`src/rtl/sub_pkg.sv`:
```
// Shared definitions for the serial nibble subtractor: nibble width and FSM encoding.
package sub_pkg;

    localparam int NIBBLE_W = 4;

    typedef enum logic [1:0] {
        IDLE = 2'd0,
        RUN  = 2'd1,
        DONE = 2'd2
    } state_t;

endpackage

```
`src/rtl/nibble_sub.sv`:
```
// Combinational 4-bit borrow-ripple subtractor: d = x - y - bi, bo = borrow out.
module nibble_sub
    import sub_pkg::*;
(
    input  logic [NIBBLE_W-1:0] x,
    input  logic [NIBBLE_W-1:0] y,
    input  logic                bi,
    output logic [NIBBLE_W-1:0] d,
    output logic                bo
);

    logic [NIBBLE_W:0] w_b;

    assign w_b[0] = bi;

    // Each bit owns its slice of the borrow chain, the top bit included.
    for (genvar gi = 0; gi < NIBBLE_W; gi++) begin : g_bit
        assign d[gi]     = x[gi] ^ y[gi] ^ w_b[gi];
        assign w_b[gi+1] = (~(x[gi] ^ y[gi]) & w_b[gi]) | (~x[gi] & y[gi]);
    end

    assign bo = w_b[NIBBLE_W];

endmodule

```
`src/rtl/serial_nibble_sub.sv`:
```
// Wide subtractor that streams one nibble per clock through a single nibble_sub,
// chaining the borrow through a register; start/busy/done handshake.
module serial_nibble_sub
    import sub_pkg::*;
#(
    parameter int NIBBLES = 4
) (
    input  logic                        clk,
    input  logic                        rst,
    input  logic                        start,
    input  logic [NIBBLE_W*NIBBLES-1:0] a,
    input  logic [NIBBLE_W*NIBBLES-1:0] b,
    input  logic                        bin,
    output logic                        busy,
    output logic                        done,
    output logic [NIBBLE_W*NIBBLES-1:0] diff,
    output logic                        bout
);

    localparam int W     = NIBBLE_W * NIBBLES;
    localparam int IDX_W = (NIBBLES > 1) ? $clog2(NIBBLES) : 1;

    state_t             r_state;
    state_t             w_state_next;
    logic [IDX_W-1:0]   r_idx;
    logic               r_borrow;
    logic [W-1:0]       r_a;
    logic [W-1:0]       r_b;
    logic [W-1:0]       r_work;
    logic [W-1:0]       r_diff;
    logic               r_bout;

    logic               w_accept;
    logic               w_last;
    logic [NIBBLE_W-1:0] w_x;
    logic [NIBBLE_W-1:0] w_y;
    logic [NIBBLE_W-1:0] w_d;
    logic               w_bo;
    logic [W-1:0]       w_work_next;
    logic [NIBBLE_W-1:0] w_a_nib [NIBBLES];
    logic [NIBBLE_W-1:0] w_b_nib [NIBBLES];

    assign w_accept = start && ((r_state == IDLE) || (r_state == DONE));
    assign w_last   = (r_idx == IDX_W'(NIBBLES - 1));

    // Operand nibbles are selected by idx; the work word gets only nibble idx replaced.
    for (genvar gi = 0; gi < NIBBLES; gi++) begin : g_nib
        assign w_a_nib[gi] = r_a[gi*NIBBLE_W +: NIBBLE_W];
        assign w_b_nib[gi] = r_b[gi*NIBBLE_W +: NIBBLE_W];
        assign w_work_next[gi*NIBBLE_W +: NIBBLE_W] =
            (r_idx == IDX_W'(gi)) ? w_d : r_work[gi*NIBBLE_W +: NIBBLE_W];
    end

    assign w_x = w_a_nib[r_idx];
    assign w_y = w_b_nib[r_idx];

    nibble_sub u_stage (
        .x  (w_x),
        .y  (w_y),
        .bi (r_borrow),
        .d  (w_d),
        .bo (w_bo)
    );

    always_ff @(posedge clk) begin
        if (rst) begin
            r_state <= IDLE;
        end else begin
            r_state <= w_state_next;
        end
    end

    always_comb begin
        w_state_next = r_state;
        case (r_state)
            IDLE:    w_state_next = start ? RUN : IDLE;
            RUN:     w_state_next = w_last ? DONE : RUN;
            DONE:    w_state_next = start ? RUN : IDLE;
            default: w_state_next = IDLE;
        endcase
    end

    always_comb begin
        busy = 1'b0;
        done = 1'b0;
        case (r_state)
            RUN:     busy = 1'b1;
            DONE:    done = 1'b1;
            default: begin
                busy = 1'b0;
                done = 1'b0;
            end
        endcase
    end

    always_ff @(posedge clk) begin
        if (rst) begin
            r_idx    <= '0;
            r_borrow <= 1'b0;
            r_a      <= '0;
            r_b      <= '0;
            r_work   <= '0;
            r_diff   <= '0;
            r_bout   <= 1'b0;
        end else if (w_accept) begin
            r_a      <= a;
            r_b      <= b;
            r_borrow <= bin;
            r_idx    <= '0;
        end else if (r_state == RUN) begin
            r_work   <= w_work_next;
            r_borrow <= w_bo;
            r_idx    <= r_idx + IDX_W'(1);
            if (w_last) begin
                r_diff <= w_work_next;
                r_bout <= w_bo;
            end
        end
    end

    assign diff = r_diff;
    assign bout = r_bout;

endmodule
```
`config.mk`:
```
export PLATFORM = sky130hd
export DESIGN_NAME = serial_nibble_sub
export DESIGN_NICKNAME = d
export VERILOG_FILES = /design/src/rtl/sub_pkg.sv /design/src/rtl/nibble_sub.sv /design/src/rtl/serial_nibble_sub.sv
export SDC_FILE = /design/constraint.sdc
export NUM_CORES = 1
export LEC_CHECK = 0
export ABC_AREA = 1
export ABC_CLOCK_PERIOD_IN_PS = 5700
export CELL_PAD_IN_SITES_DETAIL_PLACEMENT = 0
export CELL_PAD_IN_SITES_GLOBAL_PLACEMENT = 1
export CORE_MARGIN = 4
export CORE_UTILIZATION = 28
export CTS_CLUSTER_DIAMETER = 120
export DETAILED_ROUTE_END_ITERATION = 10
export PLACE_DENSITY = 0.66
export SYNTH_ARGS = -nofsm -noshare
export SYNTH_HDL_FRONTEND = slang
export SYNTH_SLANG_ARGS = --single-unit
```
`constraint.sdc`:
```
create_clock -name clk -period 5.7 [get_ports clk]
set_input_delay 1.425 -clock clk [delete_from_list [all_inputs] [get_ports clk]]
set_output_delay 1.425 -clock clk [all_outputs]
set_load 0.02 [all_outputs]
```
======== Word-level counts from Yosys, hierarchy flattened ========
Cells that the tools add are included.
cells by class
  mux-type cells .......................... 17
  $lt $le $gt $ge ......................... 1
  equality and inequality tests ........... 5
  reduce and logical (&&, ||, !) cells .... 9
  bitwise operators ....................... 30
  add/sub/neg operators ................... 1
operator list
  kind                                                       count
  2-to-1 mux 4 bit                                           8
  binary-select mux 4 bit (select 2 bit)                     2
  NOT 1 bit                                                  9
  AND 1 bit                                                  8
  XOR 1 bit                                                  8
  equality test 2 bit (second input constant)                3
  2-to-1 mux 1 bit                                           5
  equality test 2 x 1 -> 1 bit (second input constant)       2
  zero test 2 bit                                            2
  bitwise OR 1 bit                                           4
  case mux 2 bit (2 select lines)                            1
  OR reduction 2 bit                                         2
  greater-or-equal comparator 3 bit (second input constant)  1
  NOT 2 -> 3 bit                                             1
  AND reduction 3 bit                                        1
  adder 2 x 1 -> 2 bit (second input constant)               1
  2-to-1 mux 2 bit                                           1
  AND reduction 2 bit                                        1
  nonzero test 2 bit                                         1
  logical AND 1 bit                                          1
  logical OR 1 bit                                           1
storage, ports and cells
  logic and storage cells ................. 71
  flip-flop bits (word level) ............. 70
  output and inout port bits .............. 19

======== Logic depth before layout (Yosys ltp) ========
Gate-level depths: netlist of the first run.
  depth in word-level cells ............... 16
  mapped depth ............................ 15
  mapped depth without buffers ............ 14

======== Modules after synthesis ========
Synthesis of the first run repeated with hierarchy kept, for this count alone.
second synthesis, totals
  cell total of the unflattened synthesis .. 411
  area total of the unflattened synthesis .. 2916.5 um^2
modules (own cells, without submodules)
  module             cells each  times used  area each (um^2)
  serial_nibble_sub  397         1           2798.9
  nibble_sub         14          1           117.6

======== Least setup slack after synthesis of the first run ========
No wires, ideal clock.
  kind .................................... reg-to-reg
  start point ............................. register r_idx[0]
  end point ............................... register r_work[11]
  arrival time ............................ 2.608 ns
  cell stages (with the launch flop) ...... 16
  period minus slack after synthesis ...... 2.719 ns
  setup slack ............................. 2.981 ns
  data required time ...................... 5.589 ns
  path buffers ............................ 1
  library setup time ...................... 0.111 ns
  cell sequence ........................... dfxtp_1 > inv_1 > clkbuf_1 > nand2_1 > o211ai_1 > nand2_1 > fa_1 > inv_1 > fa_1 > fa_1 > inv_1 > fa_1 > nand2_1 > nand2_1 > nor2_1 > nor2_1
on the way
  longest elaborated chain between the ends .. 14
RTL lines
  item                                                       RTL line                                          source
  start: declaration                                         serial_nibble_sub.sv:25                           logic [IDX_W-1:0] r_idx;
  start signal: assignment                                   serial_nibble_sub.sv:113                          r_idx <= r_idx + IDX_W'(1);
  NOT 2 -> 3 bit (not written as such)                       serial_nibble_sub.sv:54, serial_nibble_sub.sv:55
  binary-select mux 4 bit (select 2 bit) (on tied branches)  serial_nibble_sub.sv:54, serial_nibble_sub.sv:55
  2-to-1 mux 4 bit (on tied branches) (2 in series)          serial_nibble_sub.sv:54, serial_nibble_sub.sv:55
  XOR 1 bit                                                  nibble_sub.sv:19                                  assign w_b[gi+1] = (~(x[gi] ^ y[gi]) & w_b[gi]) | (~x[gi] & y[gi]);
  NOT 1 bit                                                  nibble_sub.sv:19
  AND 1 bit                                                  nibble_sub.sv:19
  bitwise OR 1 bit                                           nibble_sub.sv:19
  AND 1 bit                                                  nibble_sub.sv:19
  bitwise OR 1 bit                                           nibble_sub.sv:19
  AND 1 bit                                                  nibble_sub.sv:19
  bitwise OR 1 bit                                           nibble_sub.sv:19
  XOR 1 bit                                                  nibble_sub.sv:18                                  assign d[gi] = x[gi] ^ y[gi] ^ w_b[gi];
  2-to-1 mux 4 bit (*)                                       serial_nibble_sub.sv:51                           (r_idx == IDX_W'(gi)) ? w_d : r_work[gi*NIBBLE_W +: NIBBLE_W];
  end signal: assignment                                     serial_nibble_sub.sv:111                          r_work <= w_work_next;
  end: declaration                                           serial_nibble_sub.sv:29                           logic [W-1:0] r_work;
Mark *: on every way between the ends. The rest lies on a longest branch, timed or not. The select of a mux whose other input is x is not followed.
A chain may end at the register's enable or synchronous reset.

======== Worst setup path after layout of the first run ========
  start point ............................. register r_idx[0]
  end point ............................... register r_work[3]
Same word-level chain as after synthesis.

==> reports/results.ini, run 1 <==
[place]
globalplace.congestion = 0.7486
place_ws_ns = 2.009
io_buffers = 54
dpl.hpwl_mm = 5.212
place_area_mm2 = 0.003575
placed_cells = 602

[hold_path]
hold_path_class = reg -> reg
hp-start = bout

[layout]
syn_to_final_growth_pct = 26.89
num-fill-cells = 1129
finalNonFillerCells = 618
drive_gt1_frac = 0.04772
fin_nets = 521
final_util = 0.3696
final_cell_area_mm2 = 0.003850
final_cell_mix = nand2_1, nor2_1, dfxtp_1
n_antenna_cell = 0
final_common_cell = nand2_1

[synthesis]
yosys_register_bits = 66
ys_seq_area_frac = 0.4355
synth_cell_types = 20
synth_flop_cell = dfxtp_1
synthArstFlopShare = 0
synth_cells = 433
synth_area_mm2 = 0.003034
synth_nets = 477
synth-warning-count = 0
synth_edf_count = 0
syn_area_per_cell_um2 = 7.007

[worst_setup_path]
startpoint = r_idx[0]
r2r-start = r_idx[0]
cp-end-kind = flop
r2r_end = r_work[3]
worst-r2r-setup-slack_ns = 2.04
crit_type = reg -> reg
cp_data_required_time_ns = 5.94
endpoint = r_work[3]
worstPathArrival_ns = 3.90
cp-start-kind = flop
ff2ff_path_depth = 14
path_max_fanout = 23

[routing]
firstDrtPassIters = 6
drtAntennaViolNets = 0
drc_errors = 0
wl_per_cell_um = 12.16
viasPerCell = 4.307
drt_iter0_drc = 142
drt-total-wl_mm = 7.517
dr_total_vias = 2662

[grt]
grt.overflow.total = 0
met3_usage = 0.03019
met2_usage = 0.2086
grt_pass1_wl_mm = 12.97
grt_pass1_vias = 2599
top_usage_layer = met2
antenna_found_initial = 0
grt_usage = 0.1270
grt_max_degree = 43
grt_use_met1 = 0.1660

[clocking]
cts_buffer_depth = 2
numClockSinks = 66
insertion_delay_ns = 0.34
clk_pin_slew_ns = 0.08
cts-resized-gates = 0
holdBufCountCts = 0
htree_num_levels = 3
cts_root_buf = clkbuf_8
postCtsSetupRepairBufs = 0
cts_buffers = 9
cts_tree = built

[timing]
finClkSkew_ns = 0.008249
tns_ns = 0
min_period_over_period = 0.6418
relSlewSlack = 0.2316
worstMarginPinSlew_ns = 1.151
whs_ns = 0.4754
final_hold_viol_count = 0
fin_ws_ns = 2.042
period_minus_slack_ns = 3.658
setup_viol = 0
slew_violations = 0
fmax_mhz = 273.4
rsz0062_at_grt = no

[pwr]
intPower_mw = 0.9141
seq_power_share = 0.410
p_sw_mw = 0.3249
p_comb_frac = 0.156
power_mw = 1.239
irDropWorstVdd_v = 0.0001303
power_density_mw_per_mm2 = 321.8
leakage_nw = 1.735
power.clock.fraction = 0.434
sw_frac_of_total = 0.2622

[floorplan]
die_width_um = 112.1
initial_core_util = 0.2913
io_pins = 55
row_count = 37
die-area_mm2 = 0.01257
core_area_mm2 = 0.01042
die_y_um = 112.1

[run]
max_cap_violations = 0

[status]
status = finished, final reports clean

## routing by layer
layer	vias up	wire length [um]
met5	-	0
met1	1182	3590
li1	1430	-
met2	44	3578
met4	0	77
met3	6	271
## synth_stat cells, types with 2 or more instances
cell,instances,area share
nor2_1,100,0.12
inv_2,2,0.0025
clkbuf_1,6,0.0074
o211ai_1,4,0.0099
inv_1,31,0.038
a21oi_1,3,0.0049
o21ai_0,36,0.059
nand3_1,29,0.048
buf_2,5,0.0082
nand2_1,128,0.16
dfxtp_1,66,0.44
ha_1,4,0.016
fa_1,4,0.026
clkbuf_8,4,0.018
buf_6,6,0.022
## worst max-delay path: stages, from the launching register on
cell	delay [ns]
dfxtp_1	0.73
inv_1	0.54
nand2_1	0.18
o211ai_1	0.11
nand2_1	0.14
fa_1	0.17
inv_1	0.05
fa_1	0.37
fa_1	0.36
inv_1	0.07
fa_1	0.50
nand2_1	0.11
nand2_1	0.07
nor2_1	0.09
nor2_1	0.05
## state kept, by name (all words and copies together), names as in the netlist
register / count
r_work: 12
r_a: 16
r_b: 16
r_state: 2
diff: 16
r_idx: 2
r_borrow: 1
bout: 1
## cells by family (layout without fill, tap and decap cells)
kind of cell	Yosys count	after routing	share of synthesized area
simple gates	261	261	0.3480
buf+inv	55	104	0.09938
flops	66	66	0.4355
fa+ha+maj	8	8	0.04289
compound gates	43	43	0.07422
## how the worst min path moves through the flow
stage                to  slack (ns)  depth (start not counted)
6_report           bout        0.48                          2
5_1_grt         diff[2]        0.49                          2
4_1_cts        diff[13]        0.48                          2
3_3_place_gp    r_a[15]        0.46                          2
2_1_floorplan   r_a[15]        0.45                          2
3_5_place_dp   diff[13]        0.47                          2
## power by group through the flow
stage	Sequential (mW)	Combinational, mW	Clock (mW)
CTS	0.509	0.198	0.552
floorplan	0.513	0.138	0
finish	0.508	0.193	0.538
detailed placement	0.519	0.197	0
global route	0.512	0.224	0.575
global placement	0.518	0.197	0
## cell type report
class,count,area [um^2],share of cell area
multi-input cells,312,1411,0.3666
flip-flops and latches,66,1321,0.3432
repair buffers,55,548.0,0.1423
well taps,136,170.2,0.04420
clock buffers,10,137.6,0.03575
clock inverters,6,137.6,0.03575
inverters,33,123.9,0.03217
No activity file was read; power rests on OpenSTA's default activity.
==> inputs of run 2 (changes only) <==
- ABC_CLOCK_PERIOD_IN_PS: 5700 -> 3300
- PLACE_DENSITY: 0.66 -> 0.68
- clock period: 5.7 -> 3.3 ns (I/O delays scaled with it)
==> reports/results.ini, run 2 (synthesis gave the netlist of run 1 again) <==
[pwr]
p_sw_mw = 0.5469  ; was 0.3249 mW
irDropWorstVdd_v = 0.0002294  ; was 0.0001303 V
sw_frac_of_total = 0.2802  ; was 0.2622
power.clock.fraction = 0.380  ; was 0.434
leakage_nw = 1.725  ; was 1.735 nW
seq_power_share = 0.449  ; was 0.410
power_mw = 1.952  ; was 1.239 mW
power_density_mw_per_mm2 = 511.1  ; was 321.8 mW/mm^2
intPower_mw = 1.405  ; was 0.9141 mW
p_comb_frac = 0.171  ; was 0.156

[layout]
finalNonFillerCells = 621  ; was 618
fin_nets = 524  ; was 521
n_antenna_cell = 0  ; unchanged
final_cell_mix = nand2_1, nor2_1, dfxtp_1  ; unchanged
final_common_cell = nand2_1  ; unchanged
drive_gt1_frac = 0.04948  ; was 0.04772
final_util = 0.3667  ; was 0.3696
syn_to_final_growth_pct = 25.90  ; was 26.89%

[floorplan]
die_y_um = 112.1  ; unchanged
io_pins = 55  ; unchanged
die_width_um = 112.1  ; unchanged
die-area_mm2 = 0.01257  ; unchanged
row_count = 37  ; unchanged
core_area_mm2 = 0.01042  ; unchanged
initial_core_util = 0.2913  ; unchanged

[worst_setup_path]
r2r-start = r_idx[0]  ; unchanged
path_max_fanout = 17  ; was 23
crit_family = adder cells  ; unchanged
cpMostUsedCell = nand2_1
path_cells = inv_1 > buf_4 > nand2_1 > o211ai_1 > nand2_1 > fa_1 > fa_1 > inv_1 > fa_1 > nand2_1 > nand2_1 > nor2_1 > nor2_1  ; was inv_1 > nand2_1 > o211ai_1 > nand2_1 > fa_1 > inv_1 > fa_1 > fa_1 > inv_1 > fa_1 > nand2_1 > nand2_1 > nor2_1 > nor2_1
cp_data_required_time_ns = 3.53  ; was 5.94 ns
slowest_delay_ns = 0.47  ; was 0.73 ns
cp_num_buf_inv = 3  ; unchanged
slowest_stage = fa_1  ; was dfxtp_1
worst-r2r-setup-slack_ns = 0.43  ; was 2.04 ns
cp-end-kind = flop  ; unchanged
ff2ff_path_depth = 13  ; was 14
cp-start-kind = flop  ; unchanged
worstPathArrival_ns = 3.10  ; was 3.90 ns
r2r_end = r_work[11]  ; was r_work[3]
crit_type = reg -> reg  ; unchanged

[status]
status = finished, final reports clean  ; unchanged

[timing]
setup_viol = 0  ; unchanged
finClkSkew_ns = 0.01064  ; was 0.008249 ns
min_period_over_period = 0.8686  ; was 0.6418
worstMarginPinSlew_ns = 0.5311  ; was 1.151 ns
final_hold_viol_count = 0  ; unchanged
relSlewSlack = 0.6454  ; was 0.2316
fmax_mhz = 348.9  ; was 273.4 MHz
rsz0062_at_grt = no  ; unchanged
period_minus_slack_ns = 2.866  ; was 3.658 ns
tns_ns = 0  ; unchanged
slew_violations = 0  ; unchanged

[routing]
drt-total-wl_mm = 7.325  ; was 7.517 mm
drc_errors = 0  ; unchanged
drt_iter0_drc = 91  ; was 142
drtAntennaViolNets = 0  ; unchanged
wl_per_cell_um = 11.80  ; was 12.16 um
firstDrtPassIters = 4  ; was 6
viasPerCell = 4.267  ; was 4.307
dr_total_vias = 2650  ; was 2,662

[hold_path]
hold_path_depth = 2  ; unchanged
hold_path_class = reg -> reg  ; unchanged
hold_path_end = diff[9]  ; was bout
hp-start = diff[9]  ; was bout

[clocking]
cts_tree = built  ; unchanged
cts-resized-gates = 0  ; unchanged
cts_root_buf = clkbuf_8  ; unchanged
cts_buffer_depth = 2  ; unchanged
numClockSinks = 66  ; unchanged
insertion_delay_ns = 0.34  ; about the same
clk_pin_slew_ns = 0.07  ; was 0.08 ns
htree_num_levels = 3  ; unchanged
cts_buffers = 9  ; unchanged
holdBufCountCts = 0  ; unchanged
postCtsSetupRepairBufs = 0  ; unchanged

[place]
globalplace.congestion = 0.8073  ; was 0.7486
dpl.hpwl_mm = 5.228  ; was 5.212 mm
io_buffers = 54  ; unchanged
placed_cells = 605  ; was 602

[grt]
grt_pass1_vias = 2582  ; was 2,599
grt.overflow.total = 0  ; unchanged
antenna_found_initial = 0  ; unchanged
grt_max_degree = 53  ; was 43
grt_usage = 0.1214  ; was 0.1270
grt_pass1_wl_mm = 12.55  ; was 12.97 mm

[run]
max_cap_violations = 0  ; unchanged

run 2: cell count changes in the layout (fill, tap and decap cells not counted):
| cell | delta |
|---|---|
| clkinv_2 | +2 |
| clkinv_4 | -1 |
| buf_12 | +1 |
| bufinv_16 | -2 |
| clkbuf_8 | -1 |
| buf_4 | +2 |
| clkbuf_1 | +2 |
run 2: power by group through the flow:
| stage | Combinational (mW) | Sequential [mW] | Clock (mW) |
|---|---|---|---|
| 3_5_place_dp | 0.339 | 0.895 | 0 |
| 5_1_grt | 0.387 | 0.882 | 0.799 |
| 3_3_place_gp | 0.336 | 0.895 | 0 |
| 4_1_cts | 0.341 | 0.877 | 0.759 |
| 6_report | 0.334 | 0.877 | 0.742 |
| 2_1_floorplan | 0.239 | 0.886 | 0 |
run 2: per-stage QoR:
stage	instance area, um^2	hold slack (ns)	setup slack, ns
after floorplan	3034	0.4489	0.5805
after global placement	3610	0.4621	0.5072
after detailed placement	3610	0.4651	0.4333
after CTS	3820	0.4763	0.4092
after global routing	3820	0.5014	0.2288
final	3820	0.4737	0.4338
run 2: worst register-to-register path, cell delays in order (launching register included):
cell      delay (ns)
dfxtp_1         0.31
inv_1           0.34
buf_4           0.24
nand2_1         0.06
o211ai_1        0.07
nand2_1         0.11
fa_1            0.42
fa_1            0.36
inv_1           0.07
fa_1            0.47
nand2_1         0.10
nand2_1         0.07
nor2_1          0.08
nor2_1          0.05
run 2: cell type report:
cell class | count | area, um^2
inverter | 33 | 123.9
clock inverter | 5 | 78.83
clock buffer | 11 | 131.4
timing repair buffer | 58 | 583.1
multi-input combinational | 312 | 1411
fill | 1140 | 6596
tap | 136 | 170.2
sequential | 66 | 1321
run 2: worst max-delay path by stage:
stage | cells past startpoint | to | startpoint
6_report | 13 | r_work[11] | r_idx[0]
5_1_grt | 13 | r_work[11] | r_idx[0]
4_1_cts | 13 | r_work[11] | r_idx[0]
3_5_place_dp | 13 | r_work[11] | r_idx[0]
3_3_place_gp | 13 | r_work[7] | r_idx[0]
2_1_floorplan | 15 | r_work[11] | r_idx[0]
run 2: per-layer routing:
| layer | GRT usage | part of all wire | vias to the layer above |
|---|---|---|---|
| met2 | 0.2046 | 0.47 | 45 |
| met5 | 0 | 0 | - |
| met4 | 0.03125 | 0.013 | 0 |
| met1 | 0.1517 | 0.48 | 1160 |
| met3 | 0.03666 | 0.045 | 10 |
| li1 | - | - | 1435 |
==> inputs of run 3 (changes only) <==
- ABC_CLOCK_PERIOD_IN_PS: 3300 -> 2600
- clock period: 3.3 -> 2.6 ns (I/O delays scaled with it)
==> reports/results.ini, run 3 (synthesis gave the netlist of run 1 again) <==
[routing]
firstDrtPassIters = 4  ; unchanged
drt_iter0_drc = 79  ; was 91
drc_errors = 0  ; unchanged
viasPerCell = 4.321  ; was 4.267
wl_per_cell_um = 12.03  ; was 11.80 um
drt-total-wl_mm = 7.565  ; was 7.325 mm
dr_total_vias = 2718  ; was 2,650
drtAntennaViolNets = 0  ; unchanged

[grt]
grt_pass1_wl_mm = 12.90  ; was 12.55 mm
grt.overflow.total = 0  ; unchanged
grt_max_degree = 34  ; was 53
grt_usage = 0.1266  ; was 0.1214
grt_pass1_vias = 2670  ; was 2,582
antenna_found_initial = 0  ; unchanged

[status]
status = finished, final reports clean  ; unchanged

[clocking]
cts_buffer_depth = 2  ; unchanged
numClockSinks = 66  ; unchanged
clk_pin_slew_ns = 0.08  ; was 0.07 ns
cts_root_buf = clkbuf_8  ; unchanged
postCtsSetupRepairBufs = 0  ; unchanged
cts_tree = built  ; unchanged
holdBufCountCts = 0  ; unchanged
cts_buffers = 9  ; unchanged
insertion_delay_ns = 0.34  ; about the same
htree_num_levels = 3  ; unchanged

[timing]
fin_ws_ns = 0.06527  ; was 0.4338 ns
final_hold_viol_count = 0  ; unchanged
setup_viol = 0  ; unchanged
min_period_over_period = 0.9749  ; was 0.8686
period_minus_slack_ns = 2.535  ; was 2.866 ns
fmax_mhz = 394.5  ; was 348.9 MHz
relSlewSlack = 0.6274  ; was 0.6454
rsz0062_at_grt = yes  ; was no
slew_violations = 0  ; unchanged
tns_ns = 0  ; unchanged
worstMarginPinSlew_ns = 0.5581  ; was 0.5311 ns
finClkSkew_ns = 0.007336  ; was 0.01064 ns

[layout]
n_antenna_cell = 0  ; unchanged
multi_input_area_mm2 = 0.001424  ; was 0.001411 mm^2
num-fill-cells = 1128  ; was 1,140
finalNonFillerCells = 629  ; was 621
syn_to_final_growth_pct = 30.31  ; was 25.90%
ff_latch_area_mm2 = 0.001326  ; was 0.001321 mm^2
final_common_cell = nand2_1  ; unchanged
final_cell_mix = nand2_1, nor2_1, dfxtp_1  ; unchanged
drive_gt1_frac = 0.08925  ; was 0.04948
final_util = 0.3796  ; was 0.3667
fin_nets = 532  ; was 524

[worst_setup_path]
cp_num_buf_inv = 3  ; unchanged
slowest_delay_ns = 0.48  ; was 0.47 ns
worstPathArrival_ns = 2.76  ; was 3.10 ns
crit_family = adder cells  ; unchanged
path_cells = inv_6 > nand2_1 > o211ai_1 > nand2_1 > fa_1 > inv_1 > fa_2 > fa_2 > inv_2 > fa_2 > nand2_1 > nand2_1 > nor2_1 > nor2_1  ; was inv_1 > buf_4 > nand2_1 > o211ai_1 > nand2_1 > fa_1 > fa_1 > inv_1 > fa_1 > nand2_1 > nand2_1 > nor2_1 > nor2_1
crit_type = reg -> reg  ; unchanged
slowest_stage = fa_2  ; was fa_1
cpMostUsedCell = nand2_1  ; unchanged
cp-start-kind = flop  ; unchanged
path_max_fanout = 11  ; was 17
cp-end-kind = flop  ; unchanged
cp_data_required_time_ns = 2.83  ; was 3.53 ns

[pwr]
irDropWorstVdd_v = 0.0002255  ; was 0.0002294 V
leakage_nw = 1.782  ; was 1.725 nW
power_density_mw_per_mm2 = 690.2  ; was 511.1 mW/mm^2

[floorplan]
die_y_um = 112.1  ; unchanged
core_area_mm2 = 0.01042  ; unchanged
io_pins = 55  ; unchanged
initial_core_util = 0.2913  ; unchanged
die_width_um = 112.1  ; unchanged
row_count = 37  ; unchanged
die-area_mm2 = 0.01257  ; unchanged

[place]
io_buffers = 54  ; unchanged
dpl.hpwl_mm = 5.530  ; was 5.228 mm
placed_cells = 613  ; was 605
place_ws_ns = -0.06856  ; was 0.4333 ns
globalplace.congestion = 0.7834  ; was 0.8073

[hold_path]
hold_path_class = reg -> reg  ; unchanged

[run]
max_cap_violations = 0  ; unchanged

==> run 3: cell types whose count changed in the layout (fill, tap and decap cells not counted), moves of 2 or more <==
cell       change
clkinv_2       -2
buf_4          +9
clkbuf_1       -2
dfxtp_1        -2
fa_2           +3
inv_1          -3
fa_1           -3
bufinv_16      +2
inv_6          +2
inv_2          +2
==> run 3: worst paths after layout <==
kind / slack, ns / depth (start not counted) / startpoint / to
worst max-delay path: 0.07 / 14 / r_idx[0] / r_work[3]
worst min-delay path: 0.47 / 2 / diff[10] / diff[10]
worst max register to register: 0.07 / 14 / r_idx[0] / r_work[3]
worst min register to register: 0.47 / 2 / diff[10] / diff[10]
==> run 3: area by class of cell <==
cell class,instances,area share
flip-flops and latches,66,0.3354
clock inverters,6,0.03449
repair buffers,66,0.1595
well taps,136,0.04304
multi-input cells,312,0.3601
inverters,33,0.03260
clock buffers,10,0.03481
==> run 3: worst register-to-register path: stages, from the launching register on <==
cell	delay (ns)
dfxtp_4	0.40
inv_6	0.06
nand2_1	0.07
o211ai_1	0.08
nand2_1	0.09
fa_1	0.16
inv_1	0.05
fa_2	0.33
fa_2	0.34
inv_2	0.06
fa_2	0.48
nand2_1	0.09
nand2_1	0.06
nor2_1	0.09
nor2_1	0.06
==> run 3: where the power goes <==
group | switching (mW) | total, mW | internal, mW
Combinational | 0.261 | 0.441 | 0.181
Clock | 0.409 | 1.17 | 0.764
Sequential | 0.0395 | 1.11 | 1.08
==> run 3: timing repair <==
action	CTS	global route
pin swaps	2	1
hold endpoints to repair	0	0
setup endpoints to repair	6	7
gates resized for setup	4	7
==> run 3: metal layers <==
| metal | track usage | up-vias | routed length, um |
|---|---|---|---|
| li1 | - | 1446 | - |
| met1 | 0.1546 | 1211 | 3455 |
| met2 | 0.2213 | 53 | 3681 |
| met3 | 0.03396 | 8 | 345 |
| met4 | 0.03125 | 0 | 82 |
| met5 | 0 | - | 0 |
==> run 3: metrics by stage <==
step	instance area (um^2)	hold WS, ns	total power [mW]
after floorplan	3049	0.4489	1.431
after global placement	3659	0.4608	1.570
after detailed placement	3659	0.4636	1.579
after CTS	3943	0.4769	2.765
after global routing	3954	0.4888	2.881
final	3954	0.4713	2.729
